`src/rtl/display_scan.sv`:
```
// rtl/display_scan.sv - 4-digit multiplexed 7-segment scan driver with frame-boundary value commit.
// Optional leading-zero blanking is enabled by defining LEAD_BLANK_EN.
module display_scan #(
  parameter int PRESCALE = 50000
) (
  input  logic        clk,
  input  logic        rst,
  input  logic        load,
  input  logic [15:0] value,
  output logic        ready,
  output logic [3:0]  data_out,
  output logic [3:0]  dig_out,
  output logic        frame_tick
);

  localparam int CW = $clog2(PRESCALE);
  localparam logic [CW-1:0] CNT_LAST = CW'(PRESCALE - 1);

  logic [CW-1:0] cnt;
  logic [1:0]    idx;
  logic [15:0]   pending;
  logic          pend_valid;
  logic [15:0]   shadow;

  logic          wrap;
  logic          frame_wrap;
  logic          commit;
  logic          accept;
  logic [1:0]    idx_nx;
  logic [15:0]   shadow_nx;

  // Digit code for the decoder; blank code 4'hF hides leading zeros when enabled.
  function automatic logic [3:0] digit_code(input logic [15:0] v, input logic [1:0] i);
    logic [3:0] nib;
    logic       blank;
    blank = 1'b0;
    case (i)
      2'd0:    nib = v[3:0];
      2'd1:    nib = v[7:4];
      2'd2:    nib = v[11:8];
      default: nib = v[15:12];
    endcase
`ifdef LEAD_BLANK_EN
    case (i)
      2'd1:    blank = (v[15:4] == 12'h000);
      2'd2:    blank = (v[15:8] == 8'h00);
      2'd3:    blank = (v[15:12] == 4'h0);
      default: blank = 1'b0;
    endcase
`endif
    return blank ? 4'hF : nib;
  endfunction

  always_comb begin
    wrap       = (cnt == CNT_LAST);
    frame_wrap = wrap && (idx == 2'd3);
    commit     = frame_wrap && pend_valid;
    accept     = load && ready;
    idx_nx     = wrap ? idx + 2'd1 : idx;
    shadow_nx  = commit ? pending : shadow;
  end

  assign ready = ~pend_valid;

  always_ff @(posedge clk or posedge rst) begin
    if (rst) begin
      cnt        <= '0;
      idx        <= 2'd0;
      pending    <= 16'h0000;
      pend_valid <= 1'b0;
      shadow     <= 16'h0000;
      data_out   <= 4'h0;
      dig_out    <= 4'b1110;
      frame_tick <= 1'b0;
    end else begin
      cnt        <= wrap ? '0 : cnt + 1'b1;
      idx        <= idx_nx;
      shadow     <= shadow_nx;
      frame_tick <= frame_wrap;
      // Commit and accept are exclusive: accept needs pend_valid low, commit needs it high.
      if (commit) begin
        pend_valid <= 1'b0;
      end else if (accept) begin
        pending    <= value;
        pend_valid <= 1'b1;
      end
      data_out   <= digit_code(shadow_nx, idx_nx);
      dig_out    <= ~(4'b0001 << idx_nx);
    end
  end

endmodule

```
`config.mk`:
```
export PLATFORM = sky130hd
export DESIGN_NAME = display_scan
export DESIGN_NICKNAME = d
export VERILOG_FILES = /design/src/rtl/display_scan.sv
export SDC_FILE = /design/constraint.sdc
export NUM_CORES = 1
export LEC_CHECK = 0
export CORE_ASPECT_RATIO = 0.6
export CORE_MARGIN = 8
export CORE_UTILIZATION = 55
export CTS_BUF_LIST = sky130_fd_sc_hd__clkbuf_8
export DETAILED_ROUTE_END_ITERATION = 16
export PLACE_DENSITY_LB_ADDON = 0.1
export RECOVER_POWER = 50
export SETUP_SLACK_MARGIN = 0.3
export SLEW_MARGIN = 15
export SYNTH_ARGS = -nofsm -noshare
export SYNTH_HDL_FRONTEND = slang
export SYNTH_SLANG_ARGS = --single-unit
```
`constraint.sdc`:
```
create_clock -name clk -period 3.6 [get_ports clk]
set_input_delay 1.08 -clock clk [delete_from_list [all_inputs] [get_ports clk]]
set_output_delay 1.08 -clock clk [all_outputs]
set_load 0.1 [all_outputs]
```
* Word level (Yosys, flattened, before mapping)
Index checks and enable logic that the tools add are counted.
** Word-level totals
- Flip-flop bits (word level) :: 60
- Bits in latches :: 0
- RAM bits :: 0
- Memory bits (read-only) :: 0
- Input port bits :: 19
- Output and inout bits :: 10
- Logic and storage cells :: 30
- Memories kept :: 0
** Cells by class
- $add $sub $neg :: 2
- Multipliers :: 0
- Divide/modulo/power cells :: 0
- $lt $le $gt $ge :: 0
- Equal/unequal tests :: 4
- Shift-type cells :: 1
- Multiplexer cells :: 6
- Bitwise gates (word level) :: 3
- Reductions and logical operators :: 6
** Operators by type and width (number)
- $mux 16 :: 2
- $add 16x1->16 const B :: 1
- $eq 16x16->1 const B :: 1
- $pmux 4 s3 :: 1
- $eq 2x2->1 const B :: 2
- $not 4->4 :: 1
- $shl 1x2->4 const A :: 1
- $logic_and 1x1->1 :: 3
- $add 2x1->2 const B :: 1
- $eq 2x1->1 const B :: 1
- $logic_not 2->1 :: 1
- $mux 1 :: 2
- $mux 2 :: 1
- $not 1->1 :: 2
- $reduce_and 2->1 :: 1
- $reduce_bool 2->1 :: 1

* Longest topological paths before layout
- Depth after elaboration :: 5
- Depth in mapped cells :: 9
- Gate-level depth less buffers :: 8

* Worst setup path before layout
Ideal clock, no wire load.
- Path kind :: reg2reg
- From :: register cnt[7]
- To :: register data_out[3]
- Setup time :: 0.121 ns
- Arrival :: 2.367 ns
- Data required time :: 3.479 ns
- Path slack :: 1.113 ns
- Stages on the path, launching flop included :: 9
- Buffers on the path :: 2
- Period minus slack after synthesis :: 2.487 ns
- Cells stage by stage :: dfrtp_1 > or4b_4 > nor4_4 > and3_1 > buf_6 > buf_12 > mux2_1 > o22ai_1 > nor2_1
** Between the ends
- Word-level cells in the longest chain between the ends :: 5
- Elaborated cells on any way between the ends :: 9
- Classes of those cells :: 3 x eq/ne; 3 x mux; 3 x reduce/logical
** RTL lines
- start, declared :: line 19 : logic [CW-1:0] cnt;
- start signal, assigned :: line 76 : cnt <= wrap ? '0 : cnt + 1'b1;
- $eq 16x16->1 :: line 55 : wrap = (cnt == CNT_LAST);
- $logic_and 1x1->1 :: line 56 : frame_wrap = wrap && (idx == 2'd3);
- $logic_and 1x1->1 :: line 57 : commit = frame_wrap && pend_valid;
- $mux 16 :: line 60 : shadow_nx = commit ? pending : shadow;
- via shadow_nx[15] :: line 30 : logic [15:0] shadow_nx;
- $pmux 4 s3 :: line 37 : case (i)
- end signal, assigned :: line 87 : data_out <= digit_code(shadow_nx, idx_nx);
- end, declared :: line 11 : output logic [3:0] data_out,
The timed path passes the listed nets, and every way through them passes these cells.
A chain may end at the register's enable or synchronous reset.

* Worst setup path in the final report
- From :: register cnt[7]
- To :: register data_out[0]
** Between the ends
- Word-level cells in the longest chain between the ends :: 5
- Elaborated cells on any way between the ends :: 9
- Classes of those cells :: 3 x eq/ne; 3 x mux; 3 x reduce/logical
** RTL lines (line)
- $eq 16x16->1 * :: 55
- $logic_and 1x1->1 :: 56
- $logic_and 1x1->1 :: 57
- $mux 16 :: 60
- $pmux 4 s3 * :: 37
Every way passes the cells marked *; elsewhere a longest branch is shown, timed or not.

==> out/metrics.csv <==
metric,value,unit
clk_latency,0.33,ns
drc_errors,0,
fin_tns_setup,0,ns
max_freq,356.9,MHz
finalSetupViolations,0,
synth.ff_latch_count,60,
syn_nets,198,
wire_per_inst,16.54,um
drive_above_1_share,0.2773,
dr_total_vias,1457,
gr-total-overflow,0,
via_per_inst,5.204,
routabilityCongestion,0.8486,
worstSetupPathType,reg2reg,
pre_cts_slack,0.8398,ns
comb_power_share,0.037,
die_area,6867,sq um
outcome,completed,
fin_crit_sh,0.7782,
synth_top_family_by_area,multiplexers,
wirelength,4631,um
crit_fanout,5,
port_buffers,28,
die_width,101.8,um
ios,29,
timing.final.ws_setup,0.7984,ns
die_height,67.47,um
seq_power_share,0.507,
synth_top_cell_by_area,dfrtp_1,
crit_path_end_kind,flip-flop,
synthSimpleGateAreaFrac,0.1108,
post_cts_resized,0,
ys_seq_area_frac,0.6198,
final_common_cell,dfrtp_1,
muxShareOfSynthArea,0.1587,
numCtsBuffers,9,
hold_violations,0,
netSwitchingFraction,0.2040,
cts_sinks,60,
ant_nets,0,
drt_iter0_drc,31,
dp.cells,264,
synthesis.area,2429,sq um
initial_utilization,0.5829,
power_switching,284.4,uW
post-dp-hpwl,3385,um
maxCapViolCount,0,
grt_max_degree,35,
layout.cells.non_filler,280,
required,3.86,ns
p_clk_frac,0.455,
crit_arrival,3.06,ns
skew,0.009906,ns
core,4167,sq um
area_delta_synth_final,21.12,%
rows,18,
synthDistinctLibCells,34,
clk_pin_slew,0.07,ns
power_density,474.0,nW/um^2
antenna_found_initial,0,
drv_slew,0,
track_usage,0.1536,
layout_common_cells,"dfrtp_1, mux2_2, nor2_1",
synth_top_area_share,0.5873,
grt_pass1_wl,7914,um
critPathLaunchType,flip-flop,
synth-compound-area-share,0.02473,
max_slew_margin,0.3578,
cts_max_level,3,
synthAdderAreaFrac,0.01030,
p_int,1110,uW
ys_warn_count,0,
antennaDiodeCount,0,
max_slew.worst_pin.slew,0.9623,ns
nets,236,
root_buffer,clkbuf_8,
post_cts_buffers,0,
min_period,2.802,ns
grt_pass1_vias,1578,
cts_tree,yes,
grt_setup_unrepaired,false,
ir_drop,332.3,uV
yosys-top-cells-area,"dfrtp_1, mux2_2, xor2_1",
cts-hold-fix-buffers,0,
syn_avg_cell_area,13.72,sq um
dr.pass1.iters,4,
syn_inst,177,
leakagePower,0.001447,uW
hp-class,reg2reg,
synth_xor_area_frac,0.05049,
cts_buffer_depth,2,
synthesized netlist by cell type:
library cell and number:
nand2b_1 1, nor2_1 18, o21ai_0 1, dfstp_2 3, mux2_2 23, nand2_1 7
or2_0 1, and2b_1 1, and3_1 2, buf_6 1, or4b_4 1, ha_1 2
mux2_1 5, nor2b_1 1, o22ai_1 8, nand4_1 2, nand4bb_1 1, nor4_2 1
buf_12 1, and2_1 1, a21oi_1 1, or4bb_1 1, nor3_1 1, or2_2 1
nor4_4 1, xnor2_1 4, nand3_1 6, or3_1 1, inv_1 5, xor2_1 10
dfrtp_1 57, mux2i_1 1, mux2_4 4, clkbuf_1 3
sequential cells by signal, summed over array words and instances, names as in the netlist:
| name | flops |
|---|---|
| idx | 2 |
| pend_valid | 1 |
| data_out | 4 |
| shadow | 16 |
| pending | 16 |
| dig_out | 4 |
| frame_tick | 1 |
| cnt | 16 |
per-stage QoR:
stage / instance area, sq um / utilization / hold slack [ns] / total power (uW)
after global routing: 2942 / 0.7060 / 0.5071 / 1450
final: 2942 / 0.7060 / 0.4918 / 1394
after floorplan: 2429 / - / 0.4524 / 742.5
after global placement: 2759 / 0.6622 / 0.4645 / 772.1
after detailed placement: 2759 / 0.6622 / 0.4750 / 776.6
after CTS: 2967 / 0.7120 / 0.4929 / 1416
final cells by class:
type                       count  area [sq um]
sequential                    60          1505
timing repair buffer          32         282.8
inverter                       5         18.77
fill                         287          1225
tap                           60         75.07
clock inverter                 7         83.83
multi-input combinational    107         852.1
clock buffer                   9         123.9
critical path, stage by stage (launching register included):
cell	delay (ns)
dfrtp_1	0.40
or4b_1	0.61
nor4_1	0.64
mux2i_1	0.44
or2_0	0.37
o22ai_1	0.14
nor2_1	0.13
logic make-up (layout without fill, tap and decap cells):
family	count (synthesis)	count (layout)
xor gates and xnor gates	14	14
and+or+nand+nor	48	48
DFF	60	60
AOI/OAI and AO/OA	10	10
adders and majority gates	2	2
buffers and inverters	10	53
muxes	33	33
power groups by stage:
stage | sequential [uW] | clock (uW) | combinational, uW
detailed placement | 720 | 0 | 56.4
global placement | 719 | 0 | 53.6
finish | 708 | 634 | 52.2
floorplan | 714 | 0 | 28.3
global route | 710 | 680 | 60.1
CTS | 708 | 652 | 56.6
per-layer routing:
metal  GRT usage  wire length [um]
met1      0.1996              2223
met2      0.2303              2091
met3     0.04923               218
met4     0.07366                98
met5           0                 0
worst paths after layout:
path                                   from                      to  slack (ns)  cells past startpoint
setup / recovery           cnt[7]$_DFF_PP0_   data_out[0]$_DFF_PP0_        0.80                      6
hold / removal             cnt[7]$_DFF_PP0_        cnt[7]$_DFF_PP0_        0.49                      1
setup reg to reg           cnt[7]$_DFF_PP0_   data_out[0]$_DFF_PP0_        0.80                      6
hold reg to reg            cnt[7]$_DFF_PP0_        cnt[7]$_DFF_PP0_        0.49                      1
max in group asynchronous               rst  pending[7]$_DFFE_PP0P_        0.84                      3
min in group asynchronous               rst    frame_tick$_DFF_PP0_        1.41                      2
Power figures use the tool's default switching activity.
